File: config.mk
export PLATFORM = sky130hd
export DESIGN_NAME = addsub_pipe_nbit
export DESIGN_NICKNAME = d
export VERILOG_FILES = /design/src/rtl/addsub_pipe_nbit.sv
export SDC_FILE = /design/constraint.sdc
export NUM_CORES = 1
export LEC_CHECK = 0
export ABC_AREA = 0
export CAP_MARGIN = 40
export CORE_MARGIN = 5
export CORE_UTILIZATION = 50
export DETAILED_ROUTE_END_ITERATION = 8
export PLACE_DENSITY_LB_ADDON = 0.12
export SLEW_MARGIN = 0
export SYNTH_ARGS = -nofsm -noshare
export SYNTH_HDL_FRONTEND = slang
export SYNTH_SLANG_ARGS = --single-unit
File: constraint.sdc
create_clock -name clk -period 2.8 [get_ports clk]
set_clock_uncertainty 0.1 [all_clocks]
set_input_delay 0.84 -clock clk [delete_from_list [all_inputs] [get_ports clk]]
set_output_delay 0.84 -clock clk [all_outputs]
set_load 0.02 [all_outputs]
File: src/rtl/addsub_pipe_nbit.sv
// Two-stage pipelined WIDTH-bit adder/subtractor with valid/ready flow,
// signed-overflow flag and saturating overflow counter.
// Ports: clk, rst_n (async low); A, B, Add_ctrl (0=add 1=sub), in_valid ->
//   in_ready; SUM, C_out, O, out_valid <- out_ready; ovf_clr -> ovf_cnt.
// Option: define ADDSUB_SAT_EN to clamp SUM on signed overflow.
module addsub_pipe_nbit #(
  parameter int WIDTH = 16,
  parameter int CNT_W = 8
) (
  input  logic             clk,
  input  logic             rst_n,
  input  logic [WIDTH-1:0] A,
  input  logic [WIDTH-1:0] B,
  input  logic             Add_ctrl,
  input  logic             in_valid,
  output logic             in_ready,
  output logic [WIDTH-1:0] SUM,
  output logic             C_out,
  output logic             O,
  output logic             out_valid,
  input  logic             out_ready,
  input  logic             ovf_clr,
  output logic [CNT_W-1:0] ovf_cnt
);

  localparam int H = WIDTH / 2;
  localparam logic [CNT_W-1:0] CNT_MAX = '1;

  logic             s1_valid_q, s1_valid_d;
  logic [H-1:0]     s1_lo_q;
  logic             s1_c_q;
  logic [H-1:0]     s1_ahi_q;
  logic [H-1:0]     s1_bhi_q;

  logic             s2_valid_q, s2_valid_d;
  logic [WIDTH-1:0] sum_q, sum_d;
  logic             cout_q, cout_d;
  logic             o_q, o_d;
  logic [CNT_W-1:0] cnt_q, cnt_d;

  logic [WIDTH-1:0] bx;
  logic [H:0]       lo_sum;
  logic [H:0]       hi_sum;
  logic             in_xfer;
  logic             s2_en;
  logic             s1_move;
  logic             res_xfer;

  assign in_ready  = ~s1_valid_q | ~s2_valid_q | out_ready;
  assign out_valid = s2_valid_q;
  assign SUM       = sum_q;
  assign C_out     = cout_q;
  assign O         = o_q;
  assign ovf_cnt   = cnt_q;

  always_comb begin
    bx = B ^ {WIDTH{Add_ctrl}};
    lo_sum = {1'b0, A[H-1:0]} + {1'b0, bx[H-1:0]}
           + {{H{1'b0}}, Add_ctrl};
    hi_sum = {1'b0, s1_ahi_q} + {1'b0, s1_bhi_q}
           + {{H{1'b0}}, s1_c_q};

    in_xfer  = in_valid & in_ready;
    // stage 2 can take new data when empty or draining this cycle
    s2_en    = ~s2_valid_q | out_ready;
    s1_move  = s1_valid_q & s2_en;
    res_xfer = s2_valid_q & out_ready;

    s1_valid_d = in_xfer | (s1_valid_q & ~s2_en);
    s2_valid_d = s2_en ? s1_valid_q : s2_valid_q;

    cout_d = hi_sum[H];
    o_d    = (s1_ahi_q[H-1] == s1_bhi_q[H-1])
           & (hi_sum[H-1] != s1_ahi_q[H-1]);
`ifdef ADDSUB_SAT_EN
    if (o_d)
      sum_d = {s1_ahi_q[H-1], {(WIDTH-1){~s1_ahi_q[H-1]}}};
    else
      sum_d = {hi_sum[H-1:0], s1_lo_q};
`else
    sum_d = {hi_sum[H-1:0], s1_lo_q};
`endif

    // clear wins over the old count but still counts a same-cycle overflow
    cnt_d = cnt_q;
    if (ovf_clr)
      cnt_d = (res_xfer & o_q) ? {{(CNT_W-1){1'b0}}, 1'b1} : '0;
    else if (res_xfer & o_q & (cnt_q != CNT_MAX))
      cnt_d = cnt_q + 1'b1;
  end

  always_ff @(posedge clk or negedge rst_n) begin
    if (!rst_n) begin
      s1_valid_q <= 1'b0;
      s1_lo_q    <= '0;
      s1_c_q     <= 1'b0;
      s1_ahi_q   <= '0;
      s1_bhi_q   <= '0;
      s2_valid_q <= 1'b0;
      sum_q      <= '0;
      cout_q     <= 1'b0;
      o_q        <= 1'b0;
      cnt_q      <= '0;
    end else begin
      s1_valid_q <= s1_valid_d;
      s2_valid_q <= s2_valid_d;
      cnt_q      <= cnt_d;
      if (in_xfer) begin
        s1_lo_q  <= lo_sum[H-1:0];
        s1_c_q   <= lo_sum[H];
        s1_ahi_q <= A[WIDTH-1:H];
        s1_bhi_q <= bx[WIDTH-1:H];
      end
      if (s1_move) begin
        sum_q  <= sum_d;
        cout_q <= cout_d;
        o_q    <= o_d;
      end
    end
  end

endmodule

======== After elaboration in Yosys (flattened, before gate mapping) ========
Index checks and enable logic that the tools add are counted.
word-level totals
  memories kept ........................... 0
  logic and storage cells ................. 37
  register bits after elaboration ......... 53
  output and inout port bits .............. 28
  memory bits (writable) .................. 0
  memory bits (read-only) ................. 0
  input bits .............................. 38
  latch bits .............................. 0
cells by class
  div/mod/pow operators ................... 0
  $add $sub $neg .......................... 5
  reductions and logical operators ........ 1
  multiply operators ...................... 0
  equal/unequal tests ..................... 3
  bitwise logic cells ..................... 15
  muxes and demuxes ....................... 3
  shift operators ......................... 0
  $lt $le $gt $ge ......................... 0
operator list
  cell                                                           count
  8-bit by 8-bit adder with 9-bit output                         2
  9-bit by 1-bit adder with 9-bit output                         2
  8-bit two-way mux                                              2
  16-bit XOR                                                     1
  8-bit by 1-bit adder with 8-bit output, second input constant  1
  8-bit inequality test, second input constant                   1
  1-bit bitwise AND                                              7
  1-bit bitwise OR                                               4
  1-bit NOT                                                      3
  2-bit nonzero test                                             1
  1-bit == test                                                  1
  1-bit two-way mux                                              1
  1-bit inequality test                                          1

======== Logic depth before layout (Yosys ltp) ========
  depth in word-level cells ............... 5
  gate-level depth with buffers ........... 10
  mapped depth without buffers ............ 8

======== Least setup slack after synthesis ========
Ideal clock, no wire load.
  kind .................................... input-to-reg
  from .................................... in Add_ctrl
  to ...................................... reg s1_lo_q[6]
  stages .................................. 9
  path slack .............................. 9 ps
  path buffers ............................ 2
  setup time .............................. 69 ps
  required time ........................... 2631 ps
  arrival time ............................ 2622 ps
  cells stage by stage .................... buf_6 -> buf_2 -> xor2_1 -> ha_1 -> nor2b_1 -> o21ai_0 -> a21oi_1 -> or4_1 -> nand3_1
between the ends
  cells in the longest elaborated chain, start to end .. 3
ends and longest elaborated chain
  what                                        line  source
  start: declaration                          14    input logic Add_ctrl,
  16-bit XOR                                  57    bx = B ^ {WIDTH{Add_ctrl}};
  8-bit by 8-bit adder with 9-bit output      58    lo_sum = {1'b0, A[H-1:0]} + {1'b0, bx[H-1:0]}
  9-bit by 1-bit adder with 9-bit output (*)  59    + {{H{1'b0}}, Add_ctrl};
  end signal: assignment                      109   s1_lo_q <= lo_sum[H-1:0];
  end: declaration                            30    logic [H-1:0] s1_lo_q;
Every way passes the cells marked *; elsewhere a longest branch is shown, timed or not.
A chain may end at the register's enable or synchronous reset.

======== Worst setup path in the final report ========
  from .................................... in out_ready
  to ...................................... out in_ready
between the ends
  cells in the longest elaborated chain, start to end .. 1
ends and longest elaborated chain
  what                line  source
  start: declaration  21    input logic out_ready,
  1-bit bitwise OR    49    assign in_ready = ~s1_valid_q | ~s2_valid_q | out_ready;
  end: declaration    16    output logic in_ready,
Every way passes these cells.

==> insert_results.sql <==
INSERT INTO impl_metrics (metric_group, metric, value, unit) VALUES
('worst_setup_path', 'worst-r2r-cell-count', '7', ''),
('min_path', 'min-delay-path-class', 'reg -> reg', ''),
('synthesis', 'ys.flop_type', 'sky130_fd_sc_hd__dfrtp_1', ''),
('placed_design', 'placement.cell_area', '3730', 'sq um'),
('pwr', 'power.density', '669.8', 'nW/um^2'),
('synthesis', 'yosys.area_share.adder', '8.711', '%'),
('sta', 'final.min_clock_period', '2.744', 'ns'),
('finish', 'layout_commonest_cell', 'sky130_fd_sc_hd__clkdlybuf4s50_1', ''),
('finish', 'layout.cells.most_common_list', 'sky130_fd_sc_hd__clkdlybuf4s50_1 (62), sky130_fd_sc_hd__dfrtp_1 (53), sky130_fd_sc_hd__nand2_1 (30)', ''),
('sta', 'count_of_endpoints_failing_setup_in_the_final_report', '0', ''),
('drt', 'num_vias', '2199', ''),
('worst_setup_path', 'classification_of_the_worst_setup_path', 'in -> out', ''),
('cts', 'cts.path.max_buffers', '2', ''),
('finish', 'layout-drive-gt1-share', '15.38', '%'),
('global_routing', 'grt_use_total', '17.80', '%'),
('drt', 'detail_route.vias_per_cell', '5.199', ''),
('synthesis', 'yosys_register_bits', '53', ''),
('drt', 'average_wire_length_per_cell_after_detail_routing', '14.06', 'um'),
('finish', 'area_growth_syn_to_layout', '34.45', '%'),
('synthesis', 'post_synth_inst_count', '266', ''),
('floorplan', 'floorplan.initialDensity', '51.65', '%'),
('placed_design', 'gp_congestion', '0.8610', ''),
('cts', 'insertion_delay', '0.30', 'ns'),
('sta', 'layout_worst_path_cycle_share', '97.99', '%'),
('sta', 'fin_setup_tns', '0', 'ns'),
('placed_design', 'port-buffer-count', '65', ''),
('drt', 'ant_nets', '0', ''),
('floorplan', 'placeableCoreArea', '5507', 'sq um'),
('outcome', 'run_status', 'completed', ''),
('finish', 'seq_area', '1326', 'sq um'),
('finish', 'antennaDiodeCount', '0', ''),
('synthesis', 'synth_fp_nets', '322', ''),
('global_routing', 'grt_max_degree', '28', ''),
('finish', 'postLayoutCellArea', '3824', 'sq um'),
('finish', 'multi_input_area', '1443', 'sq um'),
('worst_setup_path', 'worstReg2RegStart', 's1_c_q$_DFFE_PN0P_', ''),
('sta', 'rsz0062_at_grt', 'false', ''),
('cts', 'cts_root_buffer', 'sky130_fd_sc_hd__clkbuf_8', ''),
('floorplan', 'num_rows', '27', ''),
('worst_setup_path', 'worstPathMaxFanout', '2', ''),
('synthesis', 'synth_top_family_by_area', 'simple AND/OR/NAND/NOR gates', ''),
('sta', 'max-slew-margin-rel', '58.39', '%'),
('finish', 'filler_cell_count', '423', ''),
('synthesis', 'synth_edf_count', '0', ''),
('floorplan', 'die-height', '85.42', 'um'),
('synthesis', 'muxShareOfSynthArea', '7.963', '%'),
('sta', 'worst-slew-pin-transition', '0.6242', 'ns'),
('global_routing', 'number_of_global_route_vias_before_repair', '2226', ''),
('worst_setup_path', 'cp-start-kind', 'input pin', ''),
('cts', 'clk_pin_slew', '0.09', 'ns'),
('global_routing', 'grt_antenna_before_repair', '0', ''),
('floorplan', 'dieWidth', '85.42', 'um'),
('drt', 'first_iter_violations', '81', ''),
('drt', 'detail_route.wirelength', '5.946', 'mm'),
('finish', 'finish.net_count', '406', ''),
('min_path', 'timing.hold.worst.start', 'SUM[13]$_DFFE_PN0P_', ''),
('synthesis', 'synth_compound_area_share', '12.45', '%'),
('pwr', 'worst_ir_drop_vdd', '0.0004197', 'V'),
('cts', 'postCtsSetupRepairBufs', '0', ''),
('pwr', 'p_total', '2561', 'uW'),
('global_routing', 'grt_first_pass_wirelength', '10.47', 'mm'),
('synthesis', 'synth_cell_types', '47', ''),
('synthesis', 'ys_async_sr_fraction', '100.0', '%'),
('synthesis', 'synth_xor_xnor_area_share', '8.315', '%'),
('synthesis', 'yosys_warnings', '0', ''),
('cts', 'cts_inserted_buffers', '5', ''),
('cts', 'cts_resized', '2', ''),
('run', 'maxCapViolations', '0', ''),
('sta', 'timing.fmax', '364.5', 'MHz'),
('min_path', 'hold_path_depth', '2', ''),
('pwr', 'leakage', '0.001673', 'uW');
[per-stage QoR]
step	cells	util, %	worst slack [ns]	hold slack [ns]
after floorplan	266	-	0.009095	0.3446
after global placement	415	67.73	-0.3373	0.3622
after detailed placement	415	67.73	-0.4010	0.3717
after CTS	423	69.44	0.05764	0.3935
after global routing	423	69.44	0.001264	0.4141
final	423	69.44	0.05641	0.3857
[critical path: stages]
cell and delay, ns:
sky130_fd_sc_hd__clkdlybuf4s50_1 0.48, sky130_fd_sc_hd__nand3b_1 0.13, sky130_fd_sc_hd__dlygate4sd2_1 0.35
[registers in the layout, summed over array words and instances (netlist names)]
name	cells
out_valid	1
s1_c_q	1
s1_valid_q	1
C_out	1
ovf_cnt	8
SUM	16
s1_lo_q	8
s1_bhi_q	8
O	1
s1_ahi_q	8
[synthesized netlist by cell type, types with 2 or more instances]
cell type / instances / area (sq um)
sky130_fd_sc_hd__a21oi_1: 7 / 35.03
sky130_fd_sc_hd__nor3_1: 5 / 25.02
sky130_fd_sc_hd__mux2_2: 18 / 202.7
sky130_fd_sc_hd__inv_1: 8 / 30.03
sky130_fd_sc_hd__nand4_1: 2 / 12.51
sky130_fd_sc_hd__buf_2: 3 / 15.01
sky130_fd_sc_hd__dfrtp_1: 53 / 1326
sky130_fd_sc_hd__fa_1: 3 / 60.06
sky130_fd_sc_hd__o21ai_0: 21 / 105.1
sky130_fd_sc_hd__a211oi_1: 3 / 22.52
sky130_fd_sc_hd__nand3_1: 8 / 40.04
sky130_fd_sc_hd__ha_1: 15 / 187.7
sky130_fd_sc_hd__or2_2: 2 / 12.51
sky130_fd_sc_hd__nand2_1: 30 / 112.6
sky130_fd_sc_hd__nand2b_1: 7 / 43.79
sky130_fd_sc_hd__o21a_1: 2 / 15.01
sky130_fd_sc_hd__and3_1: 2 / 12.51
sky130_fd_sc_hd__nor3b_1: 3 / 22.52
sky130_fd_sc_hd__nor2b_1: 3 / 18.77
sky130_fd_sc_hd__xor2_1: 14 / 122.6
sky130_fd_sc_hd__o31ai_1: 4 / 30.03
sky130_fd_sc_hd__xnor2_1: 13 / 113.9
sky130_fd_sc_hd__a21o_1: 2 / 15.01
sky130_fd_sc_hd__nor2_1: 12 / 45.04
sky130_fd_sc_hd__clkbuf_1: 4 / 15.01
[where the power goes]
group,switching (uW),total [uW],internal (uW)
combinational,503,1040,542
clock,254,456,201
sequential,112,1060,949
total,869,2560,1690
[layout make-up]
type / instances / share of cell area [%]
clock buffer: 6 / 2.160
clock inverter: 2 / 0.3599
inverter: 8 / 0.7853
multi-input combinational: 196 / 37.73
sequential: 53 / 34.69
tap: 72 / 2.356
timing repair buffer: 86 / 21.92
[layer usage]
layer | vias up | part of all wire, % | track usage, %
li1 | 1101 | - | -
met1 | 1040 | 45 | 23.33
met2 | 53 | 49 | 29.24
met3 | 5 | 5.6 | 4.369
met4 | 0 | 0.87 | 5.036
met5 | - | 0 | 0
[final timing paths]
| check | slack [ns] | to |
|---|---|---|
| min in group asynchronous | 0.44 | SUM[13]$_DFFE_PN0P_ |
| min reg2reg | 0.39 | SUM[13]$_DFFE_PN0P_ |
| max | 0.06 | in_ready |
| max reg2reg | 0.29 | C_out$_DFFE_PN0P_ |
| max in group asynchronous | 1.60 | SUM[3]$_DFFE_PN0P_ |
| min | 0.39 | SUM[13]$_DFFE_PN0P_ |
[cell families after synthesis]
kind of cell    after synthesis
simple gates                 78
compound gates               53
flops                        53
xor+xnor                     27
mux                          20
fa+ha+maj                    18
buf+inv                      17
Note: power is estimated with default switching activity, not from simulation.
